$ cat config.mk
export PLATFORM = sky130hd
export DESIGN_NAME = pb_debouncer
export DESIGN_NICKNAME = d
export VERILOG_FILES = /design/src/rtl/pb_debouncer.sv
export SDC_FILE = /design/constraint.sdc
export NUM_CORES = 1
export LEC_CHECK = 0
export ABC_AREA = 1
export BUFFER_PORTS_ARGS = -buffer_cell sky130_fd_sc_hd__buf_2
export CAP_MARGIN = 20
export CORE_AREA = 2 2 39 41
export DETAILED_ROUTE_END_ITERATION = 12
export DIE_AREA = 0 0 41 43
export PLACE_DENSITY = 0.66
export SYNTH_ARGS = -nofsm -noshare
export SYNTH_HDL_FRONTEND = slang
export SYNTH_SLANG_ARGS = --single-unit
$ cat constraint.sdc
create_clock -name clk -period 1.2 [get_ports clk]
set_input_delay 0.06 -clock clk [delete_from_list [all_inputs] [get_ports clk]]
set_output_delay 0.06 -clock clk [all_outputs]
set_load 0.03 [all_outputs]
$ cat src/rtl/pb_debouncer.sv
// Push-button debouncer: synchronizes pbRaw and qualifies each level change with a stability counter.
// Optional macro PB_GLITCH_COUNT_EN adds the saturating glitchCnt output (rejected-bounce count).
module pb_debouncer #(
  parameter int unsigned DEBOUNCE_CYCLES = 16,
  parameter int unsigned CNT_W           = 8,
  parameter int unsigned SYNC_STAGES     = 2
) (
  input  logic       clk,
  input  logic       reset,
  input  logic       pbRaw,
  output logic       clkPB,
  output logic       busy
`ifdef PB_GLITCH_COUNT_EN
  ,
  output logic [7:0] glitchCnt
`endif
);

  localparam logic [CNT_W-1:0] CNT_MAX = CNT_W'(DEBOUNCE_CYCLES - 1);
  localparam logic [CNT_W-1:0] CNT_ONE = CNT_W'(1);

  typedef enum logic [1:0] {
    S_LOW       = 2'd0,
    S_WAIT_HIGH = 2'd1,
    S_HIGH      = 2'd2,
    S_WAIT_LOW  = 2'd3
  } state_e;

  logic [SYNC_STAGES-1:0] sync_q, sync_d;
  logic                   pb_sync;
  state_e                 state_q, state_d;
  logic [CNT_W-1:0]       cnt_q, cnt_d;
  logic                   clk_pb_q, clk_pb_d;
  logic                   busy_q, busy_d;

  assign sync_d  = {sync_q[SYNC_STAGES-2:0], pbRaw};
  assign pb_sync = sync_q[SYNC_STAGES-1];

  // Next state: a reversal in a WAIT state falls back to the stable state it left.
  always_comb begin
    state_d = state_q;
    cnt_d   = cnt_q;
    case (state_q)
      S_LOW: begin
        cnt_d = '0;
        if (pb_sync) begin
          state_d = S_WAIT_HIGH;
          cnt_d   = CNT_ONE;
        end
      end
      S_WAIT_HIGH: begin
        if (!pb_sync) begin
          state_d = S_LOW;
          cnt_d   = '0;
        end else if (cnt_q == CNT_MAX) begin
          state_d = S_HIGH;
          cnt_d   = '0;
        end else begin
          cnt_d = cnt_q + CNT_ONE;
        end
      end
      S_HIGH: begin
        cnt_d = '0;
        if (!pb_sync) begin
          state_d = S_WAIT_LOW;
          cnt_d   = CNT_ONE;
        end
      end
      S_WAIT_LOW: begin
        if (pb_sync) begin
          state_d = S_HIGH;
          cnt_d   = '0;
        end else if (cnt_q == CNT_MAX) begin
          state_d = S_LOW;
          cnt_d   = '0;
        end else begin
          cnt_d = cnt_q + CNT_ONE;
        end
      end
      default: begin
        state_d = S_LOW;
        cnt_d   = '0;
      end
    endcase
    clk_pb_d = (state_d == S_HIGH) || (state_d == S_WAIT_LOW);
    busy_d   = (state_d == S_WAIT_HIGH) || (state_d == S_WAIT_LOW);
  end

  // Outputs are registered copies of the next-state decode, so they track the state register exactly.
  always_ff @(posedge clk or negedge reset) begin
    if (!reset) begin
      sync_q   <= '0;
      state_q  <= S_LOW;
      cnt_q    <= '0;
      clk_pb_q <= 1'b0;
      busy_q   <= 1'b0;
    end else begin
      sync_q   <= sync_d;
      state_q  <= state_d;
      cnt_q    <= cnt_d;
      clk_pb_q <= clk_pb_d;
      busy_q   <= busy_d;
    end
  end

  assign clkPB = clk_pb_q;
  assign busy  = busy_q;

`ifdef PB_GLITCH_COUNT_EN
  logic [7:0] glitch_q, glitch_d;
  logic       abort_c;

  // Saturating count of qualifications aborted by a reversal.
  always_comb begin
    abort_c  = ((state_q == S_WAIT_HIGH) && !pb_sync) ||
               ((state_q == S_WAIT_LOW)  &&  pb_sync);
    glitch_d = glitch_q;
    if (abort_c && (glitch_q != 8'hFF)) begin
      glitch_d = glitch_q + 8'd1;
    end
  end

  always_ff @(posedge clk or negedge reset) begin
    if (!reset) begin
      glitch_q <= '0;
    end else begin
      glitch_q <= glitch_d;
    end
  end

  assign glitchCnt = glitch_q;
`endif

endmodule

# Word level (Yosys, flattened, before mapping)
# Index checks and enable logic that the tools add are counted.
# totals
latch_bits	0
mem_count	0
word_cells	29
ram_bits	0
ff_bits	14
out_inout_bits	2
mem_bits_ro	0
# classes
multipliers	0
shift	0
bitwise_logic	0
n_lt_le_gt_ge	0
div_mod_pow	0
muxes	13
addsub	1
eq_ne	7
n_reduce_logical	3
# ops
op	n
case mux 8 bit (4 select lines)	1
2-to-1 mux 8 bit	3
2-to-1 mux 2 bit	6
adder 8 x 1 -> 8 bit (second input constant)	1
== test 2 bit (second input constant)	4
== test 8 x 4 -> 1 bit (second input constant)	1
case mux 2 bit (4 select lines)	1
== test 2 x 1 -> 1 bit (second input constant)	2
logical NOT 2 bit	1
logical OR 1 bit	2
2-to-1 mux 1 bit	2

# Depth between registers and ports, before layout
# logic_depth
ltp_word	6
mapped_depth	6

# Worst setup path before layout
# OpenSTA, ideal clock, no wires.
# synth_timing
kind	register -> register
startpoint	register cnt_q[0]
endpoint	register clk_pb_q (netlist: clkPB)
arrival_time_ns	1.040
setup_slack_ns	0.041
t_required_ns	1.081
path_buffers	0
stages_incl_launch_ff	7
setup_time_ns	0.119
path_cell_list	dfrtp_1 > ha_1 > nand3_1 > nor2_2 > nand2_1 > nand2_1 > nand2_1
# synth_via
elab_chain_len	6
# synth_rtl
item	line_no	source
start: declaration	32	logic [CNT_W-1:0] cnt_q, cnt_d;
start signal: assignment	100	cnt_q <= cnt_d;
== test 8 x 4 -> 1 bit (*)	55, 73	
2-to-1 mux 2 bit (on tied branches)	73, 55	
2-to-1 mux 2 bit (on tied branches)	70, 52	
case mux 2 bit (4 select lines) (*)	43	case (state_q)
== test 2 bit	85	clk_pb_d = (state_d == S_HIGH) || (state_d == S_WAIT_LOW);
logical OR 1 bit (*)	85	
named net clk_pb_d	33	logic clk_pb_q, clk_pb_d;
end signal: assignment	101	clk_pb_q <= clk_pb_d;
end: declaration	33	
# Mark *: on every way through the listed nets, which the timed path passes. The rest lies on a longest branch.

# Worst setup path after layout
# layout_timing
startpoint	register cnt_q[5]
endpoint	register clk_pb_q (netlist: clkPB)
# The elaborated chain is that of the path after synthesis.

==> results.toml <==
[global_route]
grt_max_degree = 14
grt_pass1_vias = 410
antenna_found_initial = 0
grt_pass1_wl_mm = 1.75
grt_overflow_total = 0
grt_use_total = 0.150

[layout]
fill_cells = 134
antenna_cells = 0
fin_nets = 86
regArea_um2 = 327
final_layout_size_suffix_gt1_frac = 0.247
syn_to_final_growth_pct = 21.6
multi_input_area_um2 = 269
instances_no_fill = 97

[routing]
postRouteAntennaNets = 0
route.final.wire_length_mm = 1.06
route.detailed.drc = 0
vias = 474
first_iter_violations = 9
firstDrtPassIters = 4
wl_per_cell_um = 10.9
post_drt_via_cell_ratio = 4.89

[sta]
min_period_ns = 1.12
setup_viol = 0
max_slew_margin = 0.810
slew_viol_final = 0
tightest_slew_ns = 0.285
fin_hold_ws_ns = 0.193
period_share = 0.935
final_hold_viol_count = 0
timing.fmax_mhz = 891
clock_skew_ns = 0.00367

[cts]
clock_path_buffers = 2
cts_tree = "done"
cts.sinks = 13
root_buffer = "clkbuf_4"
htree_num_levels = 1
clk_latency_ns = 0.27
post_cts_buffers = 0
numCtsBuffers = 3
path_clk_slew_ns = 0.08

[power_and_ir_drop]
p_per_area_nw_per_um2 = 1070
p_leak_nw = 0.323
peakVddDrop_uv = 643

[yosys]
synthMuxAreaShare = 0
synthTopCellsByArea = "dfrtp_1 (55%), nand2_1 (8.9%), nand3_1 (8.5%), nor2_1 (8.2%), a21oi_1 (4.2%)"
synth-compound-area-share = 0.0423
netlist_instances = 69
yosysTopAreaCellShare = 0.550
syn-mean-instance-area_um2 = 8.58
ys_seq_area_frac = 0.550
synth.net_count = 73
syn-cell-area_um2 = 592
yosysWarnings = 0
synth-simple-area-share = 0.319
synthAdderAreaFrac = 0.0211
synth_top_family_by_area = "simple AND/OR/NAND/NOR gates"
synth.distinct_cells = 12
synth_seq_cells = 13
synth_top_cell_by_area = "dfrtp_1"
synthXorXnorAreaFrac = 0.0296

[die]
dieArea_um2 = 1760
fp.dieH_um = 43
design.core.area_um2 = 1380
die_w_um = 41
ios = 5
rows = 14
initial_utilization = 0.428

[critical_path]
r2r_end = "clkPB"
required_ns = 1.36
r2r_start = "cnt_q[5]"
crit_fanout = 5
rr_worst_depth = 6
reg2reg_slack_ns = 0.08
critical_path_class = "reg2reg"
cp-end-kind = "flop"
critPathArrivalTime_ns = 1.29
cp-start-kind = "flop"

[min_path]
min_path_type = "in2async"

[status]
status = "complete, no violations"

[place]
dp_cells = 91
io_buffers = 4
hpwl_um = 772
globalplace.congestion = 0.785

[flow_run]
drv_cap = 0
-- registers in the layout (all words and copies together) (netlist names) --
register	cells
sync_q	2
clkPB	1
state_q	2
cnt_q	8
-- power by group --
part	switching, mW	leakage (nW)	internal (mW)
logic	0.0320	0.138	0.0218
registers	0.00719	0.171	0.447
clock network	0.135	0.0150	0.129
-- Yosys cell counts --
| cell type | n |
|---|---|
| nand2_1 | 14 |
| dfrtp_1 | 13 |
| nor2_1 | 13 |
| nand3_1 | 10 |
| inv_1 | 6 |
| a21oi_1 | 5 |
| nor2_2 | 2 |
| xor2_1 | 2 |
| ha_1 | 1 |
| nand2_2 | 1 |
| nor2_4 | 1 |
| nor3b_1 | 1 |
-- cells by family after synthesis --
| group | after synthesis |
|---|---|
| simple gates | 42 |
| flops | 13 |
| buf+inv | 6 |
| compound gates | 5 |
| xor+xnor | 2 |
| fa+ha+maj | 1 |
-- worst max-delay path by stage --
| stage | slack [ns] | endpoint | depth (start not counted) | from |
|---|---|---|---|---|
| finish | 0.08 | clkPB | 6 | cnt_q[5] |
| global route | -0.01 | clkPB | 6 | cnt_q[4] |
| CTS | 0.02 | clkPB | 6 | cnt_q[0] |
| detailed placement | 0.009 | clkPB | 6 | cnt_q[0] |
| global placement | 0.04 | clkPB | 6 | cnt_q[0] |
| floorplan | 0.04 | clkPB | 6 | cnt_q[0] |
-- what timing repair did --
item,4_1_cts,5_1_grt
endpoints found under the setup margin,1,7
gates resized for setup,0,8
cloned,0,0
hold buffers,2,0
endpoints found under the hold margin,14,0
pin swaps,1,1
-- metrics by stage --
step / cell area (um2) / setup TNS, ns / worst slack, ns / power (mW) / util
after floorplan: 592 / 0 / 0.0413 / 0.489 / -
after global placement: 647 / 0 / 0.0391 / 0.512 / 0.467
after detailed placement: 647 / 0 / 0.00890 / 0.512 / 0.467
after CTS: 693 / 0 / 0.0162 / 0.782 / 0.501
after global routing: 719 / -0.0237 / -0.0119 / 0.816 / 0.520
final: 719 / 0 / 0.0777 / 0.772 / 0.520
-- worst max-delay path: stages, from the launching register on --
cell and delay (ns):
dfrtp_1 0.44, nor2_2 0.15, nand2_1 0.10, nor2_4 0.13, nand2_1 0.06, nand2_1 0.07, nand2_1 0.06
-- final cells by class --
| cell class | count | share of cell area |
|---|---|---|
| sequential | 13 | 0.454 |
| multi-input combinational | 50 | 0.374 |
| timing repair buffer | 8 | 0.0765 |
| clock buffer | 4 | 0.0365 |
| inverter | 6 | 0.0313 |
| tap | 16 | 0.0278 |
-- layer usage --
metal / global-route usage / part of all wire / vias to the layer above
li1: - / - / 242
met1: 0.192 / 0.45 / 225
met2: 0.216 / 0.51 / 5
met3: 0.0524 / 0.034 / 2
met4: 0.0800 / 0.0085 / 0
met5: 0 / 0 / -
-- placed cells by master (no fill, tap or decap) --
master | synthesis | routed
nand3_2 | 0 | 2
clkbuf_1 | 0 | 1
inv_1 | 6 | 6
clkbuf_4 | 0 | 3
ha_2 | 0 | 1
nor2_2 | 2 | 4
nand3_1 | 10 | 8
dlygate4sd3_1 | 0 | 2
dfrtp_1 | 13 | 12
dfrtp_2 | 0 | 1
nor2_1 | 13 | 10
buf_2 | 0 | 4
nand2_1 | 14 | 14
nand2_2 | 1 | 1
buf_4 | 0 | 2
nor2_4 | 1 | 2
xor2_1 | 2 | 2
nor3b_1 | 1 | 1
a21oi_1 | 5 | 5
(Power assumes the default switching activity.)
